$ cat src/rtl/alu_pkg.sv
// Shared definitions for the ALU result stage: default widths, the flag-class
// encoding presented by the adder, and the {N,Z,V} flag register layout.
package alu_pkg;

   localparam int ALU_DATA_W = 16;
   localparam int ALU_RD_W   = 4;

   // 2'b11 is deliberately left out; the stage treats it like FCLS_NONE.
   typedef enum logic [1:0] {
      FCLS_NONE = 2'b00,
      FCLS_Z    = 2'b01,
      FCLS_NZV  = 2'b10
   } fcls_e;

   typedef struct packed {
      logic n;
      logic z;
      logic v;
   } flags_t;

endpackage

$ cat src/rtl/skid_fifo2.sv
// Two-entry in-order buffer; the head entry is always presented on rdata so a
// push into an empty buffer is visible one cycle later.
module skid_fifo2 #(
   parameter int W = 20
) (
   input  logic         clk,
   input  logic         rst_n,
   input  logic         push,
   input  logic         pop,
   input  logic         flush,
   input  logic [W-1:0] wdata,
   output logic [W-1:0] rdata,
   output logic [1:0]   count
);

   logic [W-1:0] head_q, head_d;
   logic [W-1:0] tail_q, tail_d;
   logic [1:0]   count_q, count_d;

   always_comb begin
      head_d  = head_q;
      tail_d  = tail_q;
      count_d = count_q;
      if (flush) begin
         count_d = 2'd0;
      end else begin
         unique case ({push, pop})
            2'b10: begin
               if (count_q != 2'd2) begin
                  if (count_q == 2'd0) head_d = wdata;
                  else                 tail_d = wdata;
                  count_d = count_q + 2'd1;
               end
            end
            2'b01: begin
               head_d  = tail_q;
               count_d = count_q - 2'd1;
            end
            // Simultaneous push and pop keeps the occupancy; the new entry
            // lands wherever the departing head leaves a slot.
            2'b11: begin
               if (count_q == 2'd1) begin
                  head_d = wdata;
               end else begin
                  head_d = tail_q;
                  tail_d = wdata;
               end
            end
            default: ;
         endcase
      end
   end

   always_ff @(posedge clk or negedge rst_n) begin
      if (!rst_n) begin
         head_q  <= '0;
         tail_q  <= '0;
         count_q <= 2'd0;
      end else begin
         head_q  <= head_d;
         tail_q  <= tail_d;
         count_q <= count_d;
      end
   end

   assign rdata = head_q;
   assign count = count_q;

endmodule

$ cat src/rtl/alu_result_stage.sv
// ALU result stage: buffers adder results and maintains the {N,Z,V} flags.
// Define ALU_FLAG_BYPASS_EN to expose the flag update in the same cycle as the push.
module alu_result_stage
   import alu_pkg::*;
#(
   parameter int DATA_W = ALU_DATA_W,
   parameter int RD_W   = ALU_RD_W
) (
   input  logic              clk,
   input  logic              rst_n,
   input  logic              in_valid,
   output logic              in_ready,
   input  logic [DATA_W-1:0] in_result,
   input  logic              in_ovfl,
   input  logic [1:0]        in_fcls,
   input  logic [RD_W-1:0]   in_rd,
   input  logic              flush,
   output logic              out_valid,
   input  logic              out_ready,
   output logic [DATA_W-1:0] out_result,
   output logic [RD_W-1:0]   out_rd,
   output logic [2:0]        flags
);

   logic [1:0]  count;
   logic        push;
   logic        pop;
   flags_t      flags_q, flags_d;

   assign in_ready  = rst_n & (count != 2'd2);
   assign out_valid = (count != 2'd0);
   assign push      = in_valid & in_ready & ~flush;
   assign pop       = out_valid & out_ready & ~flush;

   skid_fifo2 #(
      .W(DATA_W + RD_W)
   ) u_fifo (
      .clk   (clk),
      .rst_n (rst_n),
      .push  (push),
      .pop   (pop),
      .flush (flush),
      .wdata ({in_result, in_rd}),
      .rdata ({out_result, out_rd}),
      .count (count)
   );

   // Flags only move on an accepted push; class 2'b11 falls through as NONE.
   always_comb begin
      flags_d = flags_q;
      if (push) begin
         if (in_fcls == FCLS_NZV) begin
            flags_d.n = in_result[DATA_W-1];
            flags_d.z = (in_result == '0);
            flags_d.v = in_ovfl;
         end else if (in_fcls == FCLS_Z) begin
            flags_d.z = (in_result == '0);
         end
      end
   end

   always_ff @(posedge clk or negedge rst_n) begin
      if (!rst_n) flags_q <= '0;
      else        flags_q <= flags_d;
   end

`ifdef ALU_FLAG_BYPASS_EN
   assign flags = flags_d;
`else
   assign flags = flags_q;
`endif

endmodule

$ cat config.mk
export PLATFORM = sky130hd
export DESIGN_NAME = alu_result_stage
export DESIGN_NICKNAME = d
export VERILOG_FILES = /design/src/rtl/alu_pkg.sv /design/src/rtl/skid_fifo2.sv /design/src/rtl/alu_result_stage.sv
export SDC_FILE = /design/constraint.sdc
export NUM_CORES = 1
export LEC_CHECK = 0
export CAP_MARGIN = 20
export CORE_ASPECT_RATIO = 0.7
export CORE_MARGIN = 2
export CORE_UTILIZATION = 52
export DETAILED_ROUTE_END_ITERATION = 16
export GPL_ROUTABILITY_DRIVEN = 0
export PLACE_DENSITY = 0.85
export SLEW_MARGIN = 10
export SYNTH_ARGS = -nofsm -noshare
export SYNTH_HDL_FRONTEND = slang
export SYNTH_SLANG_ARGS = --single-unit
$ cat constraint.sdc
create_clock -name clk -period 5.4 [get_ports clk]
set_input_delay 1.35 -clock clk [delete_from_list [all_inputs] [get_ports clk]]
set_output_delay 1.35 -clock clk [all_outputs]
set_load 0.02 [all_outputs]
==> results.sh, run 1 <==
export IMPL_status="completed"
export IMPL_cts_tree="yes"
export IMPL_fmaxAchievable_mhz=272.9
export IMPL_r2r_end="u_fifo.tail_q[11]"
export IMPL_final_antenna_net_count=0
export IMPL_path_class="in2out"
export IMPL_drv_slew=0
export IMPL_syn2layout_area_growth_pct=33.15
export IMPL_via_per_inst=5.396
export IMPL_clk_pin_slew_ps=80
export IMPL_placed_area_sq_mm=0.002579
export IMPL_fin_nets=254
export IMPL_slowest_delay_ps=640
export IMPL_antenna_cells=0
export IMPL_overflow=0
export IMPL_min_period_ps=3664
export IMPL_drt_initial_drc_count=91
export IMPL_syn_nets=202
export IMPL_yosysUniqueCellTypes=22
export IMPL_peakVddDrop_uv=344.1
export IMPL_maxCapViolations=0
export IMPL_finClkSkew_ps=6.851
export IMPL_cts_made_buffers=5
export IMPL_ys_seq_area_share_pct=55.56
export IMPL_cp_required_ps=4050
export IMPL_pwr_density_cell_mw_per_mm2=530.2
export IMPL_rows=18
export IMPL_synthCells=170
export IMPL_die_area_sq_mm=0.004421
export IMPL_cp_slowest_cell="clkdlybuf4s50_1"
export IMPL_use_met3_pct=6.331
export IMPL_drc=0
export IMPL_critPathLaunchType="input port"
export IMPL_arrival_ps=2310
export IMPL_finalHoldViolCount=0
export IMPL_min_to="u_fifo.tail_q[5]"
export IMPL_yosys_top_cells_area="dfrtp_1, mux2_1, mux2i_1"
export IMPL_cts_resized_gates=0
export IMPL_wl_per_cell_um=15.85
export IMPL_yosys_warnings=0
export IMPL_root_buffer="clkbuf_8"
export IMPL_reg2reg_from="u_fifo.count[0]"
export IMPL_drive_gt1_share_pct=5.381
export IMPL_grt_setup_unrepaired="false"
export IMPL_stdcell_area_sq_mm=0.002699
export IMPL_grt_pass1_wl_um=7245
export IMPL_die_y_um=56.24
export IMPL_fillers=228
export IMPL_grt_max_degree=48
export IMPL_dp_hpwl_um=3106
export IMPL_dr_pass1_iters=4
export IMPL_grtUsageMet2_pct=33.70
export IMPL_tightest_slew_ps=952.5
export IMPL_io_buffers=52
export IMPL_setup_tns_final_ps=0
export IMPL_avgSynthCellArea_sq_um=11.92
export IMPL_fin_crit_sh_pct=67.85
export IMPL_clock_latency_ps=300
export IMPL_cp_end_kind="primary output"
export IMPL_clockBufferDepth=2
export IMPL_start_util_pct=55.90
export IMPL_ys_ff_latch=45
export IMPL_ios=53
export IMPL_htreeDepth=2
export IMPL_grt_usage_pct=21.27
export IMPL_path_max_fanout=2
export IMPL_min_from="u_fifo.tail_q[5]"
export IMPL_yosysTopAreaCellShare_pct=55.56
export IMPL_routed_wirelength_um=4327
export IMPL_setup_violations=0
export IMPL_met1_usage_pct=27.13
export IMPL_num_vias=1473
export IMPL_top_usage_layer="met2"
export IMPL_first_global_vias=1520
export IMPL_crit_chain="buf_2 > nor2b_1 > clkdlybuf4s50_1"
export IMPL_post_cts_buffers=0
export IMPL_holdCritPathClass="reg2reg"
export IMPL_synth_area_leader_cell="dfrtp_1"
export IMPL_reg2reg_depth=6
export IMPL_whs_path_depth=1
export IMPL_syn_cell_area_sq_mm=0.002027
export IMPL_die_w_um=78.62
export IMPL_clkSinkCount=45
export IMPL_relSlewSlack_pct=36.36
export IMPL_ctsHoldBuffers=0
export IMPL_reg2reg_slack_ps=2880
export IMPL_p_leak_nw=1.245
export IMPL_antenna_found_initial=0
export IMPL_core_area_sq_mm=0.003626
-- kinds of logic after synthesis --
kind of cell               after synthesis  share of synthesized area, %
DFF                                     45                         55.56
AOI/OAI and AO/OA                       25                         6.729
and+or+nand+nor                         37                         8.273
xor gates and xnor gates                 2                        0.8644
muxes                                   43                         22.59
buffers and inverters                   14                         3.518
adders and majority gates                4                         2.469
-- per-layer routing --
metal	up-vias	share of wire, %
met2	54	47
met5	-	0
li1	694	-
met4	0	1.3
met1	717	44
met3	8	7.1
-- state kept, by name, indices dropped and copies added (netlist names) --
name	count
u_fifo.tail_q	20
flags	3
u_fifo.count	2
u_fifo.rdata	20
-- cells in the mapped netlist, drive strengths merged --
master	n
a2111oi	1
nand4	1
mux2	22
a311o	1
nor2b	1
a21oi	22
clkbuf	4
nand3b	1
xnor2	2
nand2b	1
nor4	4
nor2	24
inv	5
nand4b	1
a211oi	1
ha	4
buf	5
mux2i	21
dfrtp	45
nor3	2
nand2	2
-- worst max path at each step --
stage,cells past startpoint,start,slack [ps],to
2_1_floorplan,1,rst_n,2340,in_ready
3_3_place_gp,6,rst_n,1720,u_fifo.tail_q[18]
3_5_place_dp,6,rst_n,1580,u_fifo.tail_q[15]
4_1_cts,3,rst_n,1740,in_ready
5_1_grt,6,rst_n,1650,u_fifo.tail_q[16]
6_report,3,rst_n,1740,in_ready
-- critical path, delay by kind of cell --
kind	cells	cell delay, ps
buf+inv	2	750
simple gates	1	210
-- final cells by class --
cell class / count / area (sq um) / share of cell area [%]
sequential: 45 / 1126 / 41.72
multi-input combinational: 111 / 840.8 / 31.15
timing repair buffer: 54 / 530.5 / 19.66
clock buffer: 6 / 82.58 / 3.060
tap: 50 / 62.56 / 2.318
clock inverter: 2 / 37.54 / 1.391
inverter: 5 / 18.77 / 0.6954
-- stage by stage --
stage | setup slack (ps) | hold WS (ps) | total power [W] | utilization [%] | cells
2_1_floorplan | 2340 | 463.5 | 0.0009053 | - | 170
3_3_place_gp | 1724 | 472.4 | 0.001134 | 71.12 | 265
3_5_place_dp | 1578 | 480.9 | 0.001173 | 71.12 | 265
4_1_cts | 1743 | 499.9 | 0.001439 | 74.43 | 273
5_1_grt | 1646 | 514.8 | 0.001512 | 74.43 | 273
6_report | 1736 | 497.1 | 0.001431 | 74.43 | 273
-- power by group --
part / internal [W] / total [W] / switching (W) / leakage (nW)
clock network: 0.000150 / 0.000265 / 0.000115 / 0.0574
logic: 0.000287 / 0.000578 / 0.000292 / 0.657
registers: 0.000498 / 0.000587 / 0.0000895 / 0.530
total: 0.000934 / 0.00143 / 0.000496 / 1.25
-- cells in the final DEF (no fill, tap or decap) --
cell type and instances:
a2111oi_0 1, inv_1 5, buf_2 1, clkdlybuf4s50_1 51
clkinvlp_4 1, nor2b_1 1, mux2_1 22, dfrtp_1 45
mux2i_1 21, buf_4 2, nand3b_1 1, a21oi_1 21
nand4_1 1, nand2b_1 1, bufinv_16 1, a211oi_1 1
nor3_1 2, nand4b_1 1, xnor2_1 2, nand2_1 2
nor2_1 24, ha_1 4, clkbuf_8 6, a311o_1 1
a21oi_4 1, nor4_1 4
(Power assumes the default switching activity.)
==> run 2: changes to the inputs <==
CORE_UTILIZATION = 48   (was 52)
PLACE_DENSITY = 0.79   (was 0.85)
clock period = 3.4 ns   (was 5.4 ns; I/O delays follow)
==> results.sh, run 2 (synthesized netlist as in run 1, its figures left out) <==
export IMPL_power_frac_comb_pct=40.4
export IMPL_p_leak_nw=1.259
export IMPL_syn2layout_area_growth_pct=34.44
export IMPL_antenna_found_initial=0
export IMPL_dp_hpwl_um=3000
export IMPL_cts_tree="yes"
export IMPL_setup_tns_final_ps=0
export IMPL_clock_latency_ps=300
export IMPL_fillers=285
export IMPL_cp_required_ps=2550
export IMPL_die_y_um=58.37
export IMPL_pwr_density_cell_mw_per_mm2=828.0
export IMPL_overflow=0
export IMPL_slowest_delay_ps=630
export IMPL_via_per_inst=5.181
export IMPL_htreeDepth=2
export IMPL_die_area_sq_mm=0.004767
export IMPL_worst_slack_ps=686.2
export IMPL_path_max_fanout=7
export IMPL_fin_crit_sh_pct=79.82
export IMPL_holdCritPathClass="in2async"
export IMPL_clkSinkCount=45
export IMPL_ctsHoldBuffers=0
export IMPL_core_area_sq_mm=0.003994
export IMPL_reg2reg_depth=7
export IMPL_p_seq_share_pct=41.4
export IMPL_first_global_vias=1506
export IMPL_switching_share_pct=33.78
export IMPL_die_w_um=81.67
export IMPL_wl_per_cell_um=14.97
export IMPL_status="completed"
export IMPL_finClkSkew_ps=3.914
export IMPL_critPathLaunchType="input port"
export IMPL_dr_pass1_iters=4
export IMPL_setup_violations=0
export IMPL_final_antenna_net_count=0
export IMPL_place_ws_ps=689.7
export IMPL_peakVddDrop_uv=462.5
export IMPL_num_vias=1435
export IMPL_grt_usage_pct=19.32
export IMPL_post_cts_buffers=0
export IMPL_min_period_ps=2714
export IMPL_io_buffers=52
export IMPL_drt_initial_drc_count=42
export IMPL_fmaxAchievable_mhz=368.5
export IMPL_maxCapViolations=0
export IMPL_p_int_w=0.001494
export IMPL_antenna_cells=0
export IMPL_reg2reg_slack_ps=1340
export IMPL_cts_resized_gates=0
export IMPL_drc=0
export IMPL_tightest_slew_ps=551.7
export IMPL_clockBufferDepth=2
export IMPL_p_switching_w=0.0007622
export IMPL_grt_pass1_wl_um=6734
export IMPL_cts_made_buffers=5
export IMPL_crit_start="rst_n"
export IMPL_start_util_pct=50.75
export IMPL_p_clk_share_pct=18.1
export IMPL_grt_setup_unrepaired="false"
export IMPL_ios=53
export IMPL_grt_max_degree=43
export IMPL_path_class="in2out"
export IMPL_finalHoldViolCount=0
export IMPL_drive_gt1_share_pct=5.778
export IMPL_final_common_cell="clkdlybuf4s50_1"
export IMPL_cp_slowest_cell="clkdlybuf4s50_1"
export IMPL_crit_path_end="in_ready"
export IMPL_reg2reg_from="u_fifo.count[0]"
export IMPL_routed_wirelength_um=4146
export IMPL_drv_slew=0
export IMPL_arrival_ps=1860
export IMPL_clk_pin_slew_ps=70
export IMPL_cp_end_kind="primary output"
export IMPL_layout_common_cells="clkdlybuf4s50_1, dfrtp_1, nor2_1, mux2_1"
export IMPL_crit_chain="buf_2 > nor2b_1 > clkdlybuf4s50_1"
export IMPL_r2r_end="u_fifo.rdata[1]"
export IMPL_relSlewSlack_pct=63.14
export IMPL_root_buffer="clkbuf_8"
export IMPL_fin_nets=256
export IMPL_rows=19
==> run 2: cell count changes in the layout (fill, tap and decap cells not counted), sizes merged <==
cell | before | now
buf | 3 | 5
clkbuf | 6 | 7
clkinvlp | 1 | 0
==> run 2: critical path, delay by kind of cell <==
kind	cells	cell delay, ps
simple gates	1	210
buf+inv	2	810
==> run 2: per-stage QoR <==
step / util, % / hold slack [ps] / total power, W / cells / area, sq um
3_3_place_gp: 65.32 / 472.4 / 0.001814 / 269 / 2609
3_5_place_dp: 65.32 / 481.5 / 0.001864 / 269 / 2609
2_1_floorplan: - / 463.5 / 0.001438 / 170 / 2027
6_report: 68.23 / 373.2 / 0.002256 / 277 / 2725
5_1_grt: 68.23 / 364.5 / 0.002394 / 277 / 2725
4_1_cts: 68.23 / 367.0 / 0.002275 / 277 / 2725
==> run 2: power by group through the flow <==
stage / Sequential, W / Combinational (W) / Clock (W)
2_1_floorplan: 0.00107 / 0.000371 / 0
3_3_place_gp: 0.000918 / 0.000896 / 0
3_5_place_dp: 0.000939 / 0.000925 / 0
4_1_cts: 0.000933 / 0.000926 / 0.000416
5_1_grt: 0.000962 / 0.000988 / 0.000444
6_report: 0.000935 / 0.000912 / 0.000409
==> run 2: cell type report <==
cell class              count  area, sq um  area share, %
clock buffers               7        86.33          3.168
multi-input cells         111        840.8          30.85
well taps                  52        65.06          2.388
repair buffers             56        558.0          20.48
flip-flops and latches     45         1126          41.32
inverters                   5        18.77         0.6887
clock inverters             1        30.03          1.102
==> run 2: worst min-delay path by stage <==
stage	start	endpoint	slack, ps
6_report	rst_n	u_fifo.count[1]	370
4_1_cts	rst_n	u_fifo.count[1]	370
3_3_place_gp	u_fifo.tail_q[9]	u_fifo.tail_q[9]	470
2_1_floorplan	u_fifo.tail_q[0]	u_fifo.tail_q[0]	460
5_1_grt	rst_n	flags[0]	360
3_5_place_dp	u_fifo.tail_q[15]	u_fifo.tail_q[15]	480
==> run 2: layer usage <==
| layer | track usage [%] | routed length, um | part of all wire, % | vias up |
|---|---|---|---|---|
| met5 | 0 | 0 | 0 | - |
| met4 | 7.857 | 73 | 1.8 | 0 |
| met3 | 4.294 | 183 | 4.4 | 8 |
| met2 | 31.03 | 1928 | 47 | 31 |
| met1 | 25.85 | 1962 | 47 | 691 |
| li1 | - | - | - | 705 |
==> run 3: changes to the inputs <==
clock period = 2.8 ns   (was 3.4 ns; I/O delays follow)
==> results.sh, run 3 (synthesized netlist as in run 1, its figures left out) <==
export IMPL_status="completed"
export IMPL_core_area_sq_mm=0.003994
export IMPL_reg2reg_from="u_fifo.count[0]"
export IMPL_io_buffers=52
export IMPL_syn2layout_area_growth_pct=34.20
export IMPL_fillers=304
export IMPL_first_global_vias=1473
export IMPL_cp_required_ps=2100
export IMPL_clock_latency_ps=290
export IMPL_grt_max_degree=29
export IMPL_cts_resized_gates=0
export IMPL_grt_usage_pct=19.46
export IMPL_routed_wirelength_um=4292
export IMPL_maxCapViolations=0
export IMPL_final_common_cell="clkdlybuf4s50_1"
export IMPL_relSlewSlack_pct=70.00
export IMPL_die_area_sq_mm=0.004767
export IMPL_arrival_ps=1790
export IMPL_die_w_um=81.67
export IMPL_num_vias=1436
export IMPL_drt_initial_drc_count=101
export IMPL_fmaxAchievable_mhz=401.2
export IMPL_reg2reg_depth=7
export IMPL_multiInputGateArea_sq_um=840.8
export IMPL_drv_slew=0
export IMPL_cts_made_buffers=5
export IMPL_post_cts_buffers=0
export IMPL_antenna_cells=0
export IMPL_grt_setup_unrepaired="false"
export IMPL_drc=0
export IMPL_min_period_ps=2492
export IMPL_peakVddDrop_uv=568.9
export IMPL_pwr_density_cell_mw_per_mm2=1000
export IMPL_wl_per_cell_um=15.49
export IMPL_dp_cells=270
export IMPL_p_leak_nw=1.259
export IMPL_fin_nets=257
export IMPL_tightest_slew_ps=438.7
export IMPL_grt_pass1_wl_um=6969
export IMPL_clk_pin_slew_ps=80
export IMPL_via_per_inst=5.184
export IMPL_final_antenna_net_count=0
export IMPL_reg2reg_slack_ps=670
export IMPL_cp_end_kind="primary output"
export IMPL_wl_met2_um=2099
export IMPL_clockBufferDepth=2
export IMPL_ctsHoldBuffers=0
export IMPL_layout_common_cells="clkdlybuf4s50_1, dfrtp_1, nor2_1, mux2_1"
export IMPL_critPathLaunchType="register"
export IMPL_holdCritPathClass="in2async"
export IMPL_antenna_found_initial=0
export IMPL_finClkSkew_ps=7.874
export IMPL_finalHoldViolCount=0
export IMPL_regArea_sq_mm=0.001126
export IMPL_ios=53
export IMPL_wl_met1_um=1953
export IMPL_dr_pass1_iters=4
export IMPL_setup_tns_final_ps=0
export IMPL_dp_hpwl_um=3203
export IMPL_path_max_fanout=3
export IMPL_fin_crit_sh_pct=89.01
export IMPL_overflow=0
export IMPL_clkSinkCount=45
export IMPL_path_class="reg2out"
export IMPL_routed_wl_met3_um=210
export IMPL_drive_gt1_share_pct=6.222
export IMPL_setup_violations=0
export IMPL_htreeDepth=2
export IMPL_cts_tree="yes"
export IMPL_finalNonFillerCells=277
export IMPL_r2r_end="u_fifo.rdata[9]"
export IMPL_rows=19
export IMPL_routed_top_layer="met4"
export IMPL_root_buffer="clkbuf_8"
export IMPL_die_y_um=58.37
export IMPL_start_util_pct=50.75
[run 3: cell count changes in the layout (fill, tap and decap cells not counted)]
cell and delta:
clkbuf_8 -1, buf_4 +1, clkinv_2 +1, clkbuf_1 -1
[run 3: final cells by class]
class	count	area share, %
Clock buffer	5	2.530
Clock inverter	2	1.288
Inverter	5	0.6900
Multi-Input combinational cell	111	30.91
Sequential cell	45	41.40
Tap cell	52	2.392
Timing Repair Buffer	57	20.79
[run 3: power by group]
part           total, W  switching (W)  leakage, nW  internal [W]
Combinational   0.00113       0.000560        0.675      0.000567
Clock          0.000465       0.000206       0.0540      0.000259
Sequential      0.00113       0.000169        0.530      0.000959
[run 3: worst max-delay path, stage by stage (launching register included)]
cell and delay, ps:
dfrtp_1 400, inv_1 80, ha_1 230, nor2b_1 170, clkdlybuf4s50_1 630
[run 3: stage by stage]
step                total power, W  cell area (sq um)  setup WS, ps  utilization, %  hold slack (ps)
floorplan                 0.001746               2027         896.1               -            404.4
global placement          0.002208               2616         417.0           65.51            472.5
detailed placement        0.002279               2616         311.8           65.51            482.5
CTS                       0.002746               2720         302.4           68.11            441.2
global route              0.002877               2720         239.2           68.11            454.3
finish                    0.002720               2720         307.6           68.11            437.1
[run 3: per-layer routing]
metal / up-vias / global-route usage [%]
li1: 699 / -
met1: 695 / 24.44
met2: 38 / 33.02
met3: 4 / 5.675
met4: 0 / 5.952
met5: - / 0
[run 3: worst max path at each step]
stage	from	endpoint	slack (ps)	depth (start not counted)
after floorplan	rst_n	u_fifo.rdata[0]	900	5
after global placement	out_ready	u_fifo.rdata[5]	420	6
after detailed placement	out_ready	u_fifo.rdata[1]	310	6
after CTS	u_fifo.count[0]	in_ready	300	4
after global routing	u_fifo.count[0]	in_ready	240	4
final	u_fifo.count[0]	in_ready	310	4
